## config.mk

```make
export PLATFORM = sky130hd
export DESIGN_NAME = alu_issue_stage_flat
export DESIGN_NICKNAME = d
export VERILOG_FILES = /design/src/rtl/alu_issue_if.sv /design/src/rtl/alu_issue_stage.sv /design/src/flat_wrapper.sv
export SDC_FILE = /design/constraint.sdc
export NUM_CORES = 1
export LEC_CHECK = 0
export CAP_MARGIN = 20
export CORE_MARGIN = 2
export CORE_UTILIZATION = 41
export CTS_BUF_LIST = sky130_fd_sc_hd__clkbuf_4 sky130_fd_sc_hd__clkbuf_8 sky130_fd_sc_hd__clkbuf_16
export CTS_CLUSTER_DIAMETER = 40
export DETAILED_ROUTE_END_ITERATION = 8
export PLACE_DENSITY = 0.92
export SKIP_LAST_GASP = 1
export SYNTH_ARGS = -nofsm -noshare
export SYNTH_HDL_FRONTEND = slang
export SYNTH_SLANG_ARGS = --single-unit
```

## constraint.sdc

```tcl
create_clock -name clk -period 4.5 [get_ports clk]
set_input_delay 1.35 -clock clk [delete_from_list [all_inputs] [get_ports clk]]
set_output_delay 1.35 -clock clk [all_outputs]
set_load 0.005 [all_outputs]
```

## src/rtl/alu_issue_if.sv

```systemverilog
// Handshake and operand bus between decode, the ALU issue stage and execute.
// 'slave' is the issue stage's view; 'master' is the surrounding pipeline.
interface alu_issue_if #(
    parameter int WIDTH = 32
);
    logic             in_valid;
    logic             in_ready;
    logic [31:0]      instr;
    logic [WIDTH-1:0] pc;
    logic [WIDTH-1:0] rs1_data;
    logic [WIDTH-1:0] rs2_data;
    logic             flush;
    logic             out_valid;
    logic             out_ready;
    logic [WIDTH-1:0] alu_a;
    logic [WIDTH-1:0] alu_b;
    logic [3:0]       alu_ctrl;
    logic             is_branch;
    logic             illegal;

    modport master (
        output in_valid, instr, pc, rs1_data, rs2_data, flush, out_ready,
        input  in_ready, out_valid, alu_a, alu_b, alu_ctrl, is_branch, illegal
    );

    modport slave (
        input  in_valid, instr, pc, rs1_data, rs2_data, flush, out_ready,
        output in_ready, out_valid, alu_a, alu_b, alu_ctrl, is_branch, illegal
    );
endinterface

```

## src/rtl/alu_issue_stage.sv

```systemverilog
// RV32I ALU issue stage: decodes operands/ALU op and registers them toward execute.
// Optional macro ALU_ISSUE_SKID_EN adds a one-entry skid buffer with registered in_ready.
module alu_issue_stage #(
    parameter int WIDTH = 32
) (
    input  logic        clk,
    input  logic        rst_n,
    alu_issue_if.slave  bus
);

    typedef struct packed {
        logic [WIDTH-1:0] a;
        logic [WIDTH-1:0] b;
        logic [3:0]       ctrl;
        logic             br;
        logic             ill;
    } issue_t;

    function automatic issue_t decode(input logic [31:0]      ins,
                                      input logic [WIDTH-1:0] pc_v,
                                      input logic [WIDTH-1:0] rs1,
                                      input logic [WIDTH-1:0] rs2);
        issue_t           d;
        issue_t           ill_d;
        logic [6:0]       f7;
        logic [2:0]       f3;
        logic [WIDTH-1:0] imm_i;
        logic [WIDTH-1:0] imm_s;
        logic [WIDTH-1:0] imm_u;
        logic [WIDTH-1:0] shamt;
        d     = '0;
        ill_d = '0;
        ill_d.ill = 1'b1;
        f7    = ins[31:25];
        f3    = ins[14:12];
        imm_i = WIDTH'($signed(ins[31:20]));
        imm_s = WIDTH'($signed({ins[31:25], ins[11:7]}));
        imm_u = WIDTH'($signed({ins[31:12], 12'h000}));
        shamt = WIDTH'(ins[24:20]);
        case (ins[6:0])
            7'b0110011: begin
                d.a = rs1;
                d.b = rs2;
                if (f7 == 7'b0000000) begin
                    d.ctrl = {1'b0, f3};
                end else if (f7 == 7'b0100000 && f3 == 3'b000) begin
                    d.ctrl = 4'b1010;
                end else if (f7 == 7'b0100000 && f3 == 3'b101) begin
                    d.ctrl = 4'b1011;
                end else begin
                    d.ill = 1'b1;
                end
            end
            7'b0010011: begin
                d.a = rs1;
                case (f3)
                    3'b001: begin
                        d.b    = shamt;
                        d.ctrl = 4'b0001;
                        d.ill  = (f7 != 7'b0000000);
                    end
                    3'b101: begin
                        d.b    = shamt;
                        d.ctrl = ins[30] ? 4'b1011 : 4'b0101;
                        d.ill  = (f7 != 7'b0000000) && (f7 != 7'b0100000);
                    end
                    default: begin
                        d.b    = imm_i;
                        d.ctrl = {1'b0, f3};
                    end
                endcase
            end
            7'b1100011: begin
                d.a  = rs1;
                d.b  = rs2;
                d.br = 1'b1;
                case (f3)
                    3'b000:  d.ctrl = 4'b1000;
                    3'b001:  d.ctrl = 4'b1001;
                    3'b100:  d.ctrl = 4'b1100;
                    3'b101:  d.ctrl = 4'b1101;
                    3'b110:  d.ctrl = 4'b1110;
                    3'b111:  d.ctrl = 4'b1111;
                    default: d.ill  = 1'b1;
                endcase
            end
            7'b0000011: begin
                d.a = rs1;
                d.b = imm_i;
            end
            7'b0100011: begin
                d.a = rs1;
                d.b = imm_s;
            end
            7'b0110111: begin
                d.b = imm_u;
            end
            7'b0010111: begin
                d.a = pc_v;
                d.b = imm_u;
            end
            7'b1101111, 7'b1100111: begin
                d.a = pc_v;
                d.b = WIDTH'(4);
            end
            default: d.ill = 1'b1;
        endcase
        // Undecodable words leave the stage as a zeroed ADD with only the illegal flag set.
        return d.ill ? ill_d : d;
    endfunction

    issue_t dec_s;
    issue_t out_r;
    logic   out_valid_r;

    // Decode the instruction currently presented by the decode stage.
    always_comb begin
        dec_s = decode(bus.instr, bus.pc, bus.rs1_data, bus.rs2_data);
    end

    assign bus.out_valid = out_valid_r;
    assign bus.alu_a     = out_r.a;
    assign bus.alu_b     = out_r.b;
    assign bus.alu_ctrl  = out_r.ctrl;
    assign bus.is_branch = out_r.br;
    assign bus.illegal   = out_r.ill;

`ifdef ALU_ISSUE_SKID_EN
    issue_t skid_r;
    logic   skid_valid_r;
    logic   in_ready_r;
    logic   in_fire_s;
    logic   out_free_s;

    assign bus.in_ready = in_ready_r;
    assign in_fire_s    = bus.in_valid && in_ready_r;
    assign out_free_s   = !out_valid_r || bus.out_ready;

    // Output register plus skid entry; skid drains ahead of new input to keep order.
    always_ff @(posedge clk or negedge rst_n) begin
        if (!rst_n) begin
            out_r        <= '0;
            out_valid_r  <= 1'b0;
            skid_r       <= '0;
            skid_valid_r <= 1'b0;
            in_ready_r   <= 1'b1;
        end else if (bus.flush) begin
            out_valid_r  <= 1'b0;
            skid_valid_r <= 1'b0;
            in_ready_r   <= 1'b1;
        end else if (out_free_s) begin
            if (skid_valid_r) begin
                out_r        <= skid_r;
                out_valid_r  <= 1'b1;
                skid_valid_r <= 1'b0;
                in_ready_r   <= 1'b1;
            end else if (in_fire_s) begin
                out_r       <= dec_s;
                out_valid_r <= 1'b1;
            end else begin
                out_valid_r <= 1'b0;
            end
        end else if (in_fire_s) begin
            skid_r       <= dec_s;
            skid_valid_r <= 1'b1;
            in_ready_r   <= 1'b0;
        end else begin
            out_valid_r <= out_valid_r;
        end
    end
`else
    logic in_ready_s;

    assign in_ready_s   = !out_valid_r || bus.out_ready;
    assign bus.in_ready = in_ready_s;

    // Single output register: load on accept, drop valid once consumed, hold otherwise.
    always_ff @(posedge clk or negedge rst_n) begin
        if (!rst_n) begin
            out_r       <= '0;
            out_valid_r <= 1'b0;
        end else if (bus.flush) begin
            out_valid_r <= 1'b0;
        end else if (bus.in_valid && in_ready_s) begin
            out_r       <= dec_s;
            out_valid_r <= 1'b1;
        end else if (bus.out_ready) begin
            out_valid_r <= 1'b0;
        end else begin
            out_valid_r <= out_valid_r;
        end
    end
`endif

endmodule
```

## src/flat_wrapper.sv

```systemverilog
// flat-port wrapper written by rule: the top's interface ports become plain ports
module alu_issue_stage_flat 
#(
    parameter int WIDTH = 32
)
  (clk, rst_n, bus_in_valid, bus_instr, bus_pc, bus_rs1_data, bus_rs2_data, bus_flush, bus_out_ready, bus_in_ready, bus_out_valid, bus_alu_a, bus_alu_b, bus_alu_ctrl, bus_is_branch, bus_illegal);
  alu_issue_if #(.WIDTH(WIDTH)) bus_i ();
  input  logic clk;
  input  logic rst_n;
  input wire logic [$bits(bus_i.in_valid)-1:0] bus_in_valid;
  input wire logic [$bits(bus_i.instr)-1:0] bus_instr;
  input wire logic [$bits(bus_i.pc)-1:0] bus_pc;
  input wire logic [$bits(bus_i.rs1_data)-1:0] bus_rs1_data;
  input wire logic [$bits(bus_i.rs2_data)-1:0] bus_rs2_data;
  input wire logic [$bits(bus_i.flush)-1:0] bus_flush;
  input wire logic [$bits(bus_i.out_ready)-1:0] bus_out_ready;
  output wire logic [$bits(bus_i.in_ready)-1:0] bus_in_ready;
  output wire logic [$bits(bus_i.out_valid)-1:0] bus_out_valid;
  output wire logic [$bits(bus_i.alu_a)-1:0] bus_alu_a;
  output wire logic [$bits(bus_i.alu_b)-1:0] bus_alu_b;
  output wire logic [$bits(bus_i.alu_ctrl)-1:0] bus_alu_ctrl;
  output wire logic [$bits(bus_i.is_branch)-1:0] bus_is_branch;
  output wire logic [$bits(bus_i.illegal)-1:0] bus_illegal;
  assign bus_i.in_valid = bus_in_valid;
  assign bus_i.instr = bus_instr;
  assign bus_i.pc = bus_pc;
  assign bus_i.rs1_data = bus_rs1_data;
  assign bus_i.rs2_data = bus_rs2_data;
  assign bus_i.flush = bus_flush;
  assign bus_i.out_ready = bus_out_ready;
  assign bus_in_ready = bus_i.in_ready;
  assign bus_out_valid = bus_i.out_valid;
  assign bus_alu_a = bus_i.alu_a;
  assign bus_alu_b = bus_i.alu_b;
  assign bus_alu_ctrl = bus_i.alu_ctrl;
  assign bus_is_branch = bus_i.is_branch;
  assign bus_illegal = bus_i.illegal;
  alu_issue_stage #(.WIDTH(WIDTH)) u_core (.clk(clk), .rst_n(rst_n), .bus(bus_i));
endmodule
```

==> results of run 1 <==
==> worst reg2reg max path: stages, from the launching register on <==
cell and delay [ns]:
sky130_fd_sc_hd__dfrtp_1 0.39, sky130_fd_sc_hd__nand2b_1 0.12, sky130_fd_sc_hd__nand3b_1 0.13, sky130_fd_sc_hd__a21oi_1 0.26
sky130_fd_sc_hd__o311ai_4 0.17, sky130_fd_sc_hd__buf_4 0.27, sky130_fd_sc_hd__o21ai_0 0.27
==> power by group through the flow <==
stage	clock network [mW]	logic (mW)	registers, mW
after floorplan	0	0.0425	0.655
after global placement	0	0.192	0.655
after detailed placement	0	0.197	0.655
after CTS	0.611	0.198	0.642
after global routing	0.643	0.213	0.642
final	0.605	0.198	0.642
==> through the flow <==
step / cells / worst slack [ns] / instance area, um^2 / power, mW
2_1_floorplan: 364 / 1.43 / 3440 / 0.698
3_3_place_gp: 648 / 0.455 / 5550 / 0.847
3_5_place_dp: 648 / 0.250 / 5550 / 0.852
4_1_cts: 664 / 0.607 / 5790 / 1.45
5_1_grt: 665 / 0.668 / 5800 / 1.50
6_report: 665 / 0.707 / 5800 / 1.44
==> flip-flops by register name, summed over array words and instances, names as in the netlist <==
register / cells
u_core.bus.illegal: 1
u_core.bus.alu_a: 32
u_core.bus.is_branch: 1
u_core.bus.out_valid: 1
u_core.bus.alu_ctrl: 4
u_core.bus.alu_b: 32
==> cells in the final DEF (no fill, tap or decap), types with 2 or more instances in the layout <==
cell type	count
sky130_fd_sc_hd__a21boi_0	2
sky130_fd_sc_hd__a21oi_1	6
sky130_fd_sc_hd__a221oi_1	22
sky130_fd_sc_hd__a22o_1	5
sky130_fd_sc_hd__a22oi_1	42
sky130_fd_sc_hd__and2_1	2
sky130_fd_sc_hd__and3_1	2
sky130_fd_sc_hd__buf_4	9
sky130_fd_sc_hd__bufinv_16	2
sky130_fd_sc_hd__clkbuf_8	12
sky130_fd_sc_hd__clkdlybuf4s50_1	203
sky130_fd_sc_hd__dfrtp_1	71
sky130_fd_sc_hd__inv_1	5
sky130_fd_sc_hd__nand2_1	71
sky130_fd_sc_hd__nand3_1	4
sky130_fd_sc_hd__nand3b_1	2
sky130_fd_sc_hd__nor2_1	4
sky130_fd_sc_hd__nor2b_1	6
sky130_fd_sc_hd__o21a_1	2
sky130_fd_sc_hd__o21ai_0	66
sky130_fd_sc_hd__o31ai_1	2
sky130_fd_sc_hd__o41ai_2	2
sky130_fd_sc_hd__or4_1	2
sky130_fd_sc_hd__xor2_1	2
==> area by class of cell <==
class	count	share of cell area (%)
clock buffer	12	2.85
sequential	71	30.6
tap	105	2.26
inverter	5	0.323
timing repair buffer	213	36.4
multi-input combinational	255	26.2
clock inverter	4	1.32
==> layer usage <==
layer,vias to the layer above,GRT usage (%),routed length [um]
li1,1725,-,-
met1,1786,32.2,4540
met2,174,42.7,6120
met3,33,5.06,860
met4,0,10.0,306
met5,-,0,0
==> cell families after synthesis <==
kind of cell,Yosys count,share of synthesized area [%]
compound gates,153,30.4
simple gates,100,13.1
flops,71,51.6
buf+inv,38,4.40
xor+xnor,2,0.509
==> worst max-delay path by stage <==
stage                             end           from  slack (ns)
6_report                 bus_in_ready  bus_out_ready        0.71
5_1_grt                  bus_in_ready  bus_out_ready        0.67
4_1_cts          u_core.bus.alu_b[10]   bus_instr[0]        0.61
3_5_place_dp     u_core.bus.alu_b[10]   bus_instr[0]        0.25
3_3_place_gp     u_core.bus.alu_a[31]  bus_instr[14]        0.46
2_1_floorplan  u_core.bus.alu_ctrl[3]  bus_instr[25]        1.43
==> metrics.log, run 1 <==
[metrics] # hold bufs at CTS: 0
[metrics] flop2flop setup slack: 2.78 ns
[metrics] Die Width: ~96 um
[metrics] part of the cycle the worst path needs: 84.3%
[metrics] share of cells above drive strength 1: between 5 and 6%
[metrics] total clock buffers created by CTS: 9
[metrics] warnings from Yosys: 0
[metrics] Clk network pwr share: 41.9%
[metrics] Hold Path Class: reg2reg
[metrics] final total negative setup slack: 0 ns
[metrics] I/O pin count: 205
[metrics] fill count: 609
[metrics] total count of max-transition violations in the final report: 0
[metrics] outcome: finished, final reports clean
[metrics] setup repair after global routing missed its margin: no
[metrics] Pleak: around 2.2 nW
[metrics] CP Capture Type: output port
[metrics] DRT Wirelength: 11800 um
[metrics] Cell Rows: 33
[metrics] critical path's most frequent cell: sky130_fd_sc_hd__clkdlybuf4s50_1
[metrics] Port Buffers: 204
[metrics] part of the Yosys area used for sequential elements: 51.6%
[metrics] net total in the final layout: 688
[metrics] Synth Instances: 364
[metrics] Post-synth EDFFs: 0
[metrics] initial DRC count: 173
[metrics] critical register-to-register path endpoint: u_core.bus.alu_b[10]
[metrics] net count after synthesis: 497
[metrics] Final ANT Viol Nets: 0
[metrics] post_cts resized: 0
[metrics] vias in the first global route: 3694
[metrics] average wire per cell in the routed design: 17.8 um
[metrics] worst slew pin tran: 0.886 ns
[metrics] relative max-transition margin: 40.9%
[metrics] insertion delay of the later-clocked pin in the worst-skew pair: around 0.34 ns
[metrics] Synth top cells by count: sky130_fd_sc_hd__dfrtp_1, sky130_fd_sc_hd__nand2_1, sky130_fd_sc_hd__o21ai_0
[metrics] area added between synthesis and finish: 68.6%
[metrics] starting density of the core: 42.1%
[metrics] worst reg2reg path startpoint: u_core.bus.out_valid
[metrics] data required time at the worst endpoint: 3.15 ns
[metrics] core area: roughly 8200 um^2
[metrics] buffering stage count on the worst path with inverters included: 2
[metrics] final clock skew: 0.00851 ns
[metrics] sw frac: about 22%
[metrics] area taken by flip-flops and latches: 1780 um^2
[metrics] Total Routing Usage GR: 25.4%
[metrics] hold path endpoint: u_core.bus.is_branch
[metrics] number of iterations in the first detailed-routing pass: 5
[metrics] Post-Route Utilization: between 70% and 80%
[metrics] vertical die dimension: 95.6 um
[metrics] clock tree from TritonCTS: done
[metrics] biggest area contributors in the synthesized netlist: sky130_fd_sc_hd__dfrtp_1, sky130_fd_sc_hd__o21ai_0, sky130_fd_sc_hd__a22oi_1
[metrics] dominant delay contributor by cell family on the critical path: buffers and inverters
[metrics] initial antenna violation count: 0
[metrics] Crit Path Max Fanout: 3
[metrics] H-tree depth: 3
[metrics] mapped cell area: 3440 um^2
[metrics] post-detailed-route DRC marker count: 0
[metrics] GRT overflow: 0
[metrics] hold path startpoint: u_core.bus.is_branch
[metrics] net switching power: roughly 320 uW
[metrics] cell internal pwr: 1.12 mW
[metrics] final hold violation count: 0
[metrics] number of cells traversed by the worst register-to-register path: 6
[metrics] worst hold slack: 0.484 ns
[metrics] Yosys top cell area share: 51.6%
[metrics] footprint of the multi-input gates: 1520 um^2
[metrics] Reg power frac: approximately 44%
[metrics] CTS Buffer Depth: 2
[metrics] maximum number of pins on one net before global-route repair: 72
[metrics] slowest library cell on the worst path: sky130_fd_sc_hd__clkdlybuf4s50_1
[metrics] category of the worst setup path launch point: input pin
[metrics] category of the critical setup timing path: in2out
[metrics] buffers inserted during post-CTS setup optimization: 0
[metrics] min Tclk post-route: 3.79 ns
[metrics] cells along the critical path: clkdlybuf4s50_1 -> nand2b_1 -> clkdlybuf4s50_1
[metrics] synthesized area per cell: 9.46 um^2
[metrics] maximum cell stage delay along the critical path: approximately 0.5 ns
[metrics] commonest register cell after synthesis: sky130_fd_sc_hd__dfrtp_1
[metrics] clock root buffer: sky130_fd_sc_hd__clkbuf_8
[metrics] first-pass GRT wire length: 17900 um
[metrics] ANT cells: 0
[metrics] depth of the critical timing path with buffers and inverters included: 3
[metrics] fmax: 0.264 GHz
[metrics] register bit count reported by yosys: 71
[metrics] Async S/R FF share, synth: 100%
[metrics] Arrival @ worst endpoint: 2.44 ns
[metrics] count of final setup violators: 0
[metrics] final estimated routing congestion in global placement: between 0.9 and 1
[metrics] most area-hungry cell type in the Yosys netlist: sky130_fd_sc_hd__dfrtp_1
[metrics] DP Wirelength: 8750 um
[metrics] cell area power density: around 250 nW/um^2
[metrics] cell depth of the worst min-delay path: 2
[metrics] clk slew on worst S/H paths: 0.07 ns
[metrics] combinational fraction of design power: between 10 and 15%
[metrics] Sinks on Clock Net: ~70
[metrics] worst vdd rail ir drop: 0.000161 V
[metrics] full die area: 9140 um^2
[metrics] maxcap violations: 0
[metrics] per-cell via count in the routed design: 5.59
[metrics] unique cell type count in the Yosys netlist: 35
[metrics] via count of the routed design: 3718
No activity file was read; power rests on OpenSTA's default activity.
==> run 2: changes to the inputs <==
--- a/config.mk
+++ b/config.mk
@@ -7,11 +7,11 @@
 export LEC_CHECK = 0
 export CAP_MARGIN = 20
 export CORE_MARGIN = 2
-export CORE_UTILIZATION = 41
+export CORE_UTILIZATION = 38
 export CTS_BUF_LIST = sky130_fd_sc_hd__clkbuf_4 sky130_fd_sc_hd__clkbuf_8 sky130_fd_sc_hd__clkbuf_16
 export CTS_CLUSTER_DIAMETER = 40
 export DETAILED_ROUTE_END_ITERATION = 8
-export PLACE_DENSITY = 0.92
+export PLACE_DENSITY = 0.86
 export SKIP_LAST_GASP = 1
 export SYNTH_ARGS = -nofsm -noshare
 export SYNTH_HDL_FRONTEND = slang
==> constraint.sdc (replaced) <==
create_clock -name clk -period 3.95 [get_ports clk]
set_input_delay 1.185 -clock clk [delete_from_list [all_inputs] [get_ports clk]]
set_output_delay 1.185 -clock clk [all_outputs]
set_load 0.005 [all_outputs]
==> metrics.log, run 2 (synthesized netlist as in run 1, its figures left out) <==
[metrics] outcome: finished, final reports clean
[metrics] sw frac: 23.6% (+1.3 points)
[metrics] ANT cells: 0 (unchanged)
[metrics] Port Buffers: 204 (unchanged)
[metrics] Routed met2 length: 6100 um (-0.33%)
[metrics] GRT overflow: 0 (unchanged)
[metrics] Worst Setup SP: bus_out_ready
[metrics] critical path's most frequent cell: sky130_fd_sc_hd__clkdlybuf4s50_1
[metrics] fmax: 0.287 GHz
[metrics] total clock buffers created by CTS: 9 (unchanged)
[metrics] maximum cell stage delay along the critical path: 0.51 ns (about the same)
[metrics] worst hold slack: 0.482 ns (-0.00173 ns)
[metrics] via count of the routed design: 3689 (-0.78%)
[metrics] clk slew on worst S/H paths: 0.07 ns (about the same)
[metrics] worst vdd rail ir drop: 0.000131 V (-19%)
[metrics] slowest library cell on the worst path: sky130_fd_sc_hd__clkdlybuf4s50_1
[metrics] Crit Path Max Fanout: 3 (unchanged)
[metrics] Cell Rows: 34 (+3.0%)
[metrics] clock tree from TritonCTS: done
[metrics] Final ANT Viol Nets: 0 (unchanged)
[metrics] net switching power: 370 uW (+15%)
[metrics] Post-Route Utilization: 66.2% (-4.8 points)
[metrics] flop2flop setup slack: 2.09 ns (-0.69 ns)
[metrics] Pleak: 2.25 nW (+0.24%)
[metrics] Total Routing Usage GR: 24.0% (-1.4 points)
[metrics] setup ws final: 0.461 ns (-0.245 ns)
[metrics] initial antenna violation count: 0 (unchanged)
[metrics] worst reg2reg path startpoint: u_core.bus.out_valid
[metrics] DRT Wirelength: 11800 um (+0.10%)
[metrics] full die area: 9840 um^2 (+7.6%)
[metrics] core area: 8760 um^2 (+7.2%)
[metrics] count of final setup violators: 0 (unchanged)
[metrics] cell total after placement: 655 (+1.1%)
[metrics] worst slew pin tran: 1.04 ns (+0.151 ns)
[metrics] area added between synthesis and finish: 68.5% (about the same)
[metrics] combinational fraction of design power: 14.5% (+0.8 points)
[metrics] first-pass GRT wire length: 18800 um (+4.9%)
[metrics] commonest non-fill, non-tap cells in the layout: sky130_fd_sc_hd__clkdlybuf4s50_1, sky130_fd_sc_hd__nand2_1, sky130_fd_sc_hd__dfrtp_1, sky130_fd_sc_hd__o21ai_0, sky130_fd_sc_hd__a22oi_1
[metrics] finished layout cell area: 5800 um^2 (about the same)
[metrics] Post-Layout Cell Count: 671 (+0.90%)
[metrics] clock root buffer: sky130_fd_sc_hd__clkbuf_8
[metrics] area taken by flip-flops and latches: 1780 um^2 (unchanged)
[metrics] cell internal pwr: 1.20 mW (+6.7%)
[metrics] CTS Buffer Depth: 2 (unchanged)
[metrics] H-tree depth: 3 (unchanged)
[metrics] final total negative setup slack: 0 ns (unchanged)
[metrics] buffers inserted during post-CTS setup optimization: 0 (unchanged)
[metrics] vias in the first global route: 3832 (+3.7%)
[metrics] critical register-to-register path endpoint: u_core.bus.alu_a[0]
[metrics] min Tclk post-route: between 3 and 4 ns
[metrics] number of cells traversed by the worst register-to-register path: 6 (unchanged)
[metrics] average wire per cell in the routed design: 17.6 um (-0.79%)
[metrics] final clock skew: 0.00826 ns (-0.000245 ns)
[metrics] placed standard-cell area: 5590 um^2 (+0.83%)
[metrics] per-cell via count in the routed design: 5.50 (-1.7%)
[metrics] Hold Path Class: reg2reg
[metrics] cell area power density: 270 nW/um^2 (+8.5%)
[metrics] maxcap violations: 0 (unchanged)
[metrics] fill count: 726 (+19%)
[metrics] most common cell after layout, fill and taps aside: sky130_fd_sc_hd__clkdlybuf4s50_1
[metrics] starting density of the core: 39.3% (-2.8 points)
[metrics] total length of routed met3 wires: 748 um (-13%)
[metrics] CP Capture Type: output port
[metrics] post-detailed-route DRC marker count: 0 (unchanged)
[metrics] total count of max-transition violations in the final report: 0 (unchanged)
[metrics] setup repair after global routing missed its margin: no
[metrics] Arrival @ worst endpoint: 2.30 ns (-0.14 ns)
[metrics] post-place setup slack: 0.215 ns (-0.0345 ns)
[metrics] Worst setup endpoint: bus_in_ready
[metrics] vertical die dimension: 99.2 um (+3.7%)
[metrics] cells along the critical path: clkdlybuf4s50_1 -> nand2b_1 -> clkdlybuf4s50_1
[metrics] initial DRC count: 203 (+17%)
[metrics] # hold bufs at CTS: 0 (unchanged)
[metrics] highest routing layer actually used: met4
[metrics] Sinks on Clock Net: 71 (unchanged)
[metrics] part of the cycle the worst path needs: 88.3%
[metrics] data required time at the worst endpoint: 2.76 ns (-0.39 ns)
[metrics] post_cts resized: 0 (unchanged)
[metrics] insertion delay of the later-clocked pin in the worst-skew pair: 0.34 ns (about the same)
[metrics] overall power after layout: 1.57 mW (+8.5%)
[metrics] Reg power frac: 46.7% (+2.3 points)
[metrics] final hold violation count: 0 (unchanged)
[metrics] category of the critical setup timing path: in2out
[metrics] DRT met1 WL: 4670 um (+2.8%)
[metrics] maximum number of pins on one net before global-route repair: 72 (unchanged)
[metrics] Die Width: 99.2 um (+3.7%)
[metrics] Clk network pwr share: 38.8% (-3.1 points)
[metrics] share of cells above drive strength 1: 6.39% (+0.50 points)
[metrics] footprint of the multi-input gates: 1520 um^2 (unchanged)
[metrics] category of the worst setup path launch point: input pin
[metrics] final estimated routing congestion in global placement: 0.869 (-11%)
[metrics] net total in the final layout: 691 (+0.44%)
[metrics] I/O pin count: 205 (unchanged)
[metrics] number of iterations in the first detailed-routing pass: 4 (-1)
[metrics] relative max-transition margin: 30.7% (-10 points)
[metrics] DP Wirelength: 8680 um (-0.73%)
[run 2: cell types whose count changed in the layout (fill, tap and decap cells not counted)]
cell / before / now
sky130_fd_sc_hd__buf_12: 0 / 1
sky130_fd_sc_hd__buf_4: 9 / 12
sky130_fd_sc_hd__buf_8: 1 / 0
sky130_fd_sc_hd__bufinv_16: 2 / 1
sky130_fd_sc_hd__clkbuf_8: 12 / 11
sky130_fd_sc_hd__clkinv_2: 0 / 2
[run 2: worst max-delay path, delay by kind of cell]
| family | cells | cell delay, ns |
|---|---|---|
| and+or+nand+nor | 1 | 0.15 |
| buffers and inverters | 2 | 0.97 |
[run 2: power by group through the flow]
stage / combinational, mW / sequential [mW] / clock [mW]
floorplan: 0.0485 / 0.746 / 0
global placement: 0.221 / 0.746 / 0
detailed placement: 0.227 / 0.746 / 0
CTS: 0.227 / 0.731 / 0.620
global route: 0.243 / 0.732 / 0.653
finish: 0.227 / 0.731 / 0.609
[run 2: cell type report]
cell class                      instances  share of cell area, %
Timing Repair Buffer                  216                   36.9
Sequential cell                        71                   30.6
Multi-Input combinational cell        255                   26.2
Clock buffer                           11                   2.61
Tap cell                              108                   2.33
Clock inverter                          5                  0.971
Inverter                                5                  0.324
[run 2: layer usage]
metal  vias up  track usage, %
met1      1781            30.1
met4         0            8.22
met2       154            42.0
li1       1728               -
met3        26            4.15
met5         -               0
[run 2: worst min path at each step]
| stage | depth (start not counted) | from | slack (ns) | endpoint |
|---|---|---|---|---|
| 2_1_floorplan | 2 | u_core.bus.alu_ctrl[0] | 0.47 | u_core.bus.alu_ctrl[0] |
| 3_3_place_gp | 2 | u_core.bus.alu_a[31] | 0.46 | u_core.bus.alu_a[31] |
| 3_5_place_dp | 2 | u_core.bus.alu_a[19] | 0.47 | u_core.bus.alu_a[19] |
| 4_1_cts | 2 | u_core.bus.alu_a[19] | 0.49 | u_core.bus.alu_a[19] |
| 5_1_grt | 2 | u_core.bus.alu_a[15] | 0.51 | u_core.bus.alu_a[15] |
| 6_report | 2 | u_core.bus.alu_a[15] | 0.48 | u_core.bus.alu_a[15] |
==> run 3: changes to the inputs <==
--- a/config.mk
+++ b/config.mk
@@ -6,12 +6,14 @@
 export NUM_CORES = 1
 export LEC_CHECK = 0
 export CAP_MARGIN = 20
+export CELL_PAD_IN_SITES_DETAIL_PLACEMENT = 1
+export CELL_PAD_IN_SITES_GLOBAL_PLACEMENT = 1
 export CORE_MARGIN = 2
-export CORE_UTILIZATION = 38
+export CORE_UTILIZATION = 27
 export CTS_BUF_LIST = sky130_fd_sc_hd__clkbuf_4 sky130_fd_sc_hd__clkbuf_8 sky130_fd_sc_hd__clkbuf_16
 export CTS_CLUSTER_DIAMETER = 40
 export DETAILED_ROUTE_END_ITERATION = 8
-export PLACE_DENSITY = 0.86
+export PLACE_DENSITY = 0.87
 export SKIP_LAST_GASP = 1
 export SYNTH_ARGS = -nofsm -noshare
 export SYNTH_HDL_FRONTEND = slang
==> metrics.log, run 3 (synthesized netlist as in run 1, its figures left out) <==
[metrics] outcome: finished, final reports clean
[metrics] I/O pin count: 205 (unchanged)
[metrics] maxcap violations: 0 (unchanged)
[metrics] total clock buffers created by CTS: 9 (unchanged)
[metrics] vias in the first global route: 4118 (+7.5%)
[metrics] core area: 12500 um^2 (+43%)
[metrics] worst reg2reg path startpoint: u_core.bus.out_valid
[metrics] # hold bufs at CTS: 0 (unchanged)
[metrics] Arrival @ worst endpoint: 2.30 ns (about the same)
[metrics] final total negative setup slack: 0 ns (unchanged)
[metrics] final hold violation count: 0 (unchanged)
[metrics] most common cell after layout, fill and taps aside: sky130_fd_sc_hd__clkdlybuf4s50_1
[metrics] post-place setup slack: 0.0746 ns (-0.141 ns)
[metrics] worst slew pin tran: 0.927 ns (-0.110 ns)
[metrics] cell depth of the worst min-delay path: 2 (unchanged)
[metrics] ANT cells: 0 (unchanged)
[metrics] Sinks on Clock Net: 71 (unchanged)
[metrics] commonest non-fill, non-tap cells in the layout: sky130_fd_sc_hd__clkdlybuf4s50_1, sky130_fd_sc_hd__nand2_1, sky130_fd_sc_hd__dfrtp_1, sky130_fd_sc_hd__o21ai_0, sky130_fd_sc_hd__a22oi_1
[metrics] min Tclk post-route: 3.48 ns (-0.00786 ns)
[metrics] maximum number of pins on one net before global-route repair: 72 (unchanged)
[metrics] flop2flop setup slack: 2.12 ns (+0.03 ns)
[metrics] first-pass GRT wire length: 21700 um (+15%)
[metrics] Cell Rows: 41 (+21%)
[metrics] fmax: 0.287 GHz (+0.23%)
[metrics] data required time at the worst endpoint: 2.76 ns (about the same)
[metrics] net total in the final layout: 692 (+0.14%)
[metrics] highest routing layer actually used: met4
[metrics] Total Routing Usage GR: 20.5% (-3.5 points)
[metrics] buffers inserted during post-CTS setup optimization: 0 (unchanged)
[metrics] hold path endpoint: u_core.bus.alu_a[31]
[metrics] Die Width: 117 um (+18%)
[metrics] share of cells above drive strength 1: 6.56% (+0.17 points)
[metrics] category of the worst setup path launch point: input pin
[metrics] Crit Path Max Fanout: 3 (unchanged)
[metrics] vertical die dimension: 117 um (+18%)
[metrics] GRT overflow: 0 (unchanged)
[metrics] initial antenna violation count: 0 (unchanged)
[metrics] average wire per cell in the routed design: 18.9 um (+7.0%)
[metrics] number of cells traversed by the worst register-to-register path: 7 (+1)
[metrics] Port Buffers: 204 (unchanged)
[metrics] post_cts resized: 0 (unchanged)
[metrics] insertion delay of the later-clocked pin in the worst-skew pair: 0.32 ns (-0.02 ns)
[metrics] DP Wirelength: 10400 um (+20%)
[metrics] clock root buffer: sky130_fd_sc_hd__clkbuf_16
[metrics] initial DRC count: 183 (-9.9%)
[metrics] total length of routed met3 wires: 678 um (-9.4%)
[metrics] post-detailed-route DRC marker count: 0 (unchanged)
[metrics] clock tree from TritonCTS: done
[metrics] per-cell via count in the routed design: 5.04 (-8.3%)
[metrics] critical register-to-register path endpoint: u_core.bus.alu_a[26]
[metrics] DRT Wirelength: 13900 um (+17%)
[metrics] Routed met2 length: 7410 um (+21%)
[metrics] Post-Route Utilization: 48.5% (-18 points)
[metrics] cell area power density: 323 nW/um^2 (+20%)
[metrics] final clock skew: 0.00646 ns (-0.00180 ns)
[metrics] worst vdd rail ir drop: 0.000193 V (+47%)
[metrics] Hold Path Class: reg2reg
[metrics] number of iterations in the first detailed-routing pass: 4 (unchanged)
[metrics] hold path startpoint: u_core.bus.alu_a[31]
[metrics] H-tree depth: 3 (unchanged)
[metrics] count of final setup violators: 0 (unchanged)
[metrics] total count of max-transition violations in the final report: 0 (unchanged)
[metrics] full die area: 13700 um^2 (+39%)
[metrics] starting density of the core: 27.5% (-12 points)
[metrics] DRT met1 WL: 5560 um (+19%)
[metrics] area added between synthesis and finish: 76.2%
[metrics] category of the critical setup timing path: in2out
[metrics] final estimated routing congestion in global placement: 0.871 (+0.20%)
[metrics] Pleak: 2.34 nW (+3.8%)
[metrics] clk slew on worst S/H paths: 0.05 ns (-0.02 ns)
[metrics] via count of the routed design: 3709 (+0.54%)
[metrics] setup ws final: 0.469 ns (+0.00786 ns)
[metrics] Final ANT Viol Nets: 0 (unchanged)
[metrics] part of the cycle the worst path needs: 88.1% (-0.20 points)
[metrics] CTS Buffer Depth: 2 (unchanged)
[metrics] relative max-transition margin: 38.2% (+7.5 points)
[metrics] CP Capture Type: output port
[metrics] setup repair after global routing missed its margin: no
## run 3: worst max path at each step
stage / start / slack (ns) / endpoint
3_3_place_gp: bus_instr[0] / 0.20 / u_core.bus.alu_b[28]
5_1_grt: bus_out_ready / 0.42 / bus_in_ready
6_report: bus_out_ready / 0.47 / bus_in_ready
4_1_cts: bus_instr[12] / 0.42 / u_core.bus.alu_a[26]
2_1_floorplan: bus_instr[25] / 1.05 / u_core.bus.alu_ctrl[3]
3_5_place_dp: bus_instr[12] / 0.07 / u_core.bus.alu_a[26]
## run 3: layout make-up
class                      count  area (um^2)
clock buffer                  10          233
clock inverter                 6          133
fill                        1426         6450
inverter                       5         18.8
multi-input combinational    255         1520
sequential                    71         1780
tap                          172          215
timing repair buffer         217         2170
## run 3: where the power goes
group          internal (mW)  switching [mW]  total (mW)
Sequential             0.731         0.00193       0.733
Clock                  0.687           0.307       0.994
Combinational          0.143          0.0894       0.232
Total                   1.56           0.399        1.96
## run 3: stage by stage
step	hold slack [ns]	power, mW	std cells	cell area, um^2
2_1_floorplan	0.473	0.795	364	3440
3_3_place_gp	0.461	0.970	719	5670
3_5_place_dp	0.473	0.978	719	5670
4_1_cts	0.486	1.98	735	6040
5_1_grt	0.506	2.03	736	6060
6_report	0.477	1.96	736	6060
## run 3: worst max-delay path, cell delays in order
cell,delay [ns]
sky130_fd_sc_hd__clkdlybuf4s50_1,0.45
sky130_fd_sc_hd__nand2b_1,0.14
sky130_fd_sc_hd__clkdlybuf4s50_1,0.51
## run 3: metal layers
metal	GRT usage [%]	vias up
li1	-	1733
met1	24.6	1830
met2	36.9	128
met3	4.17	18
met4	6.51	0
met5	0	-
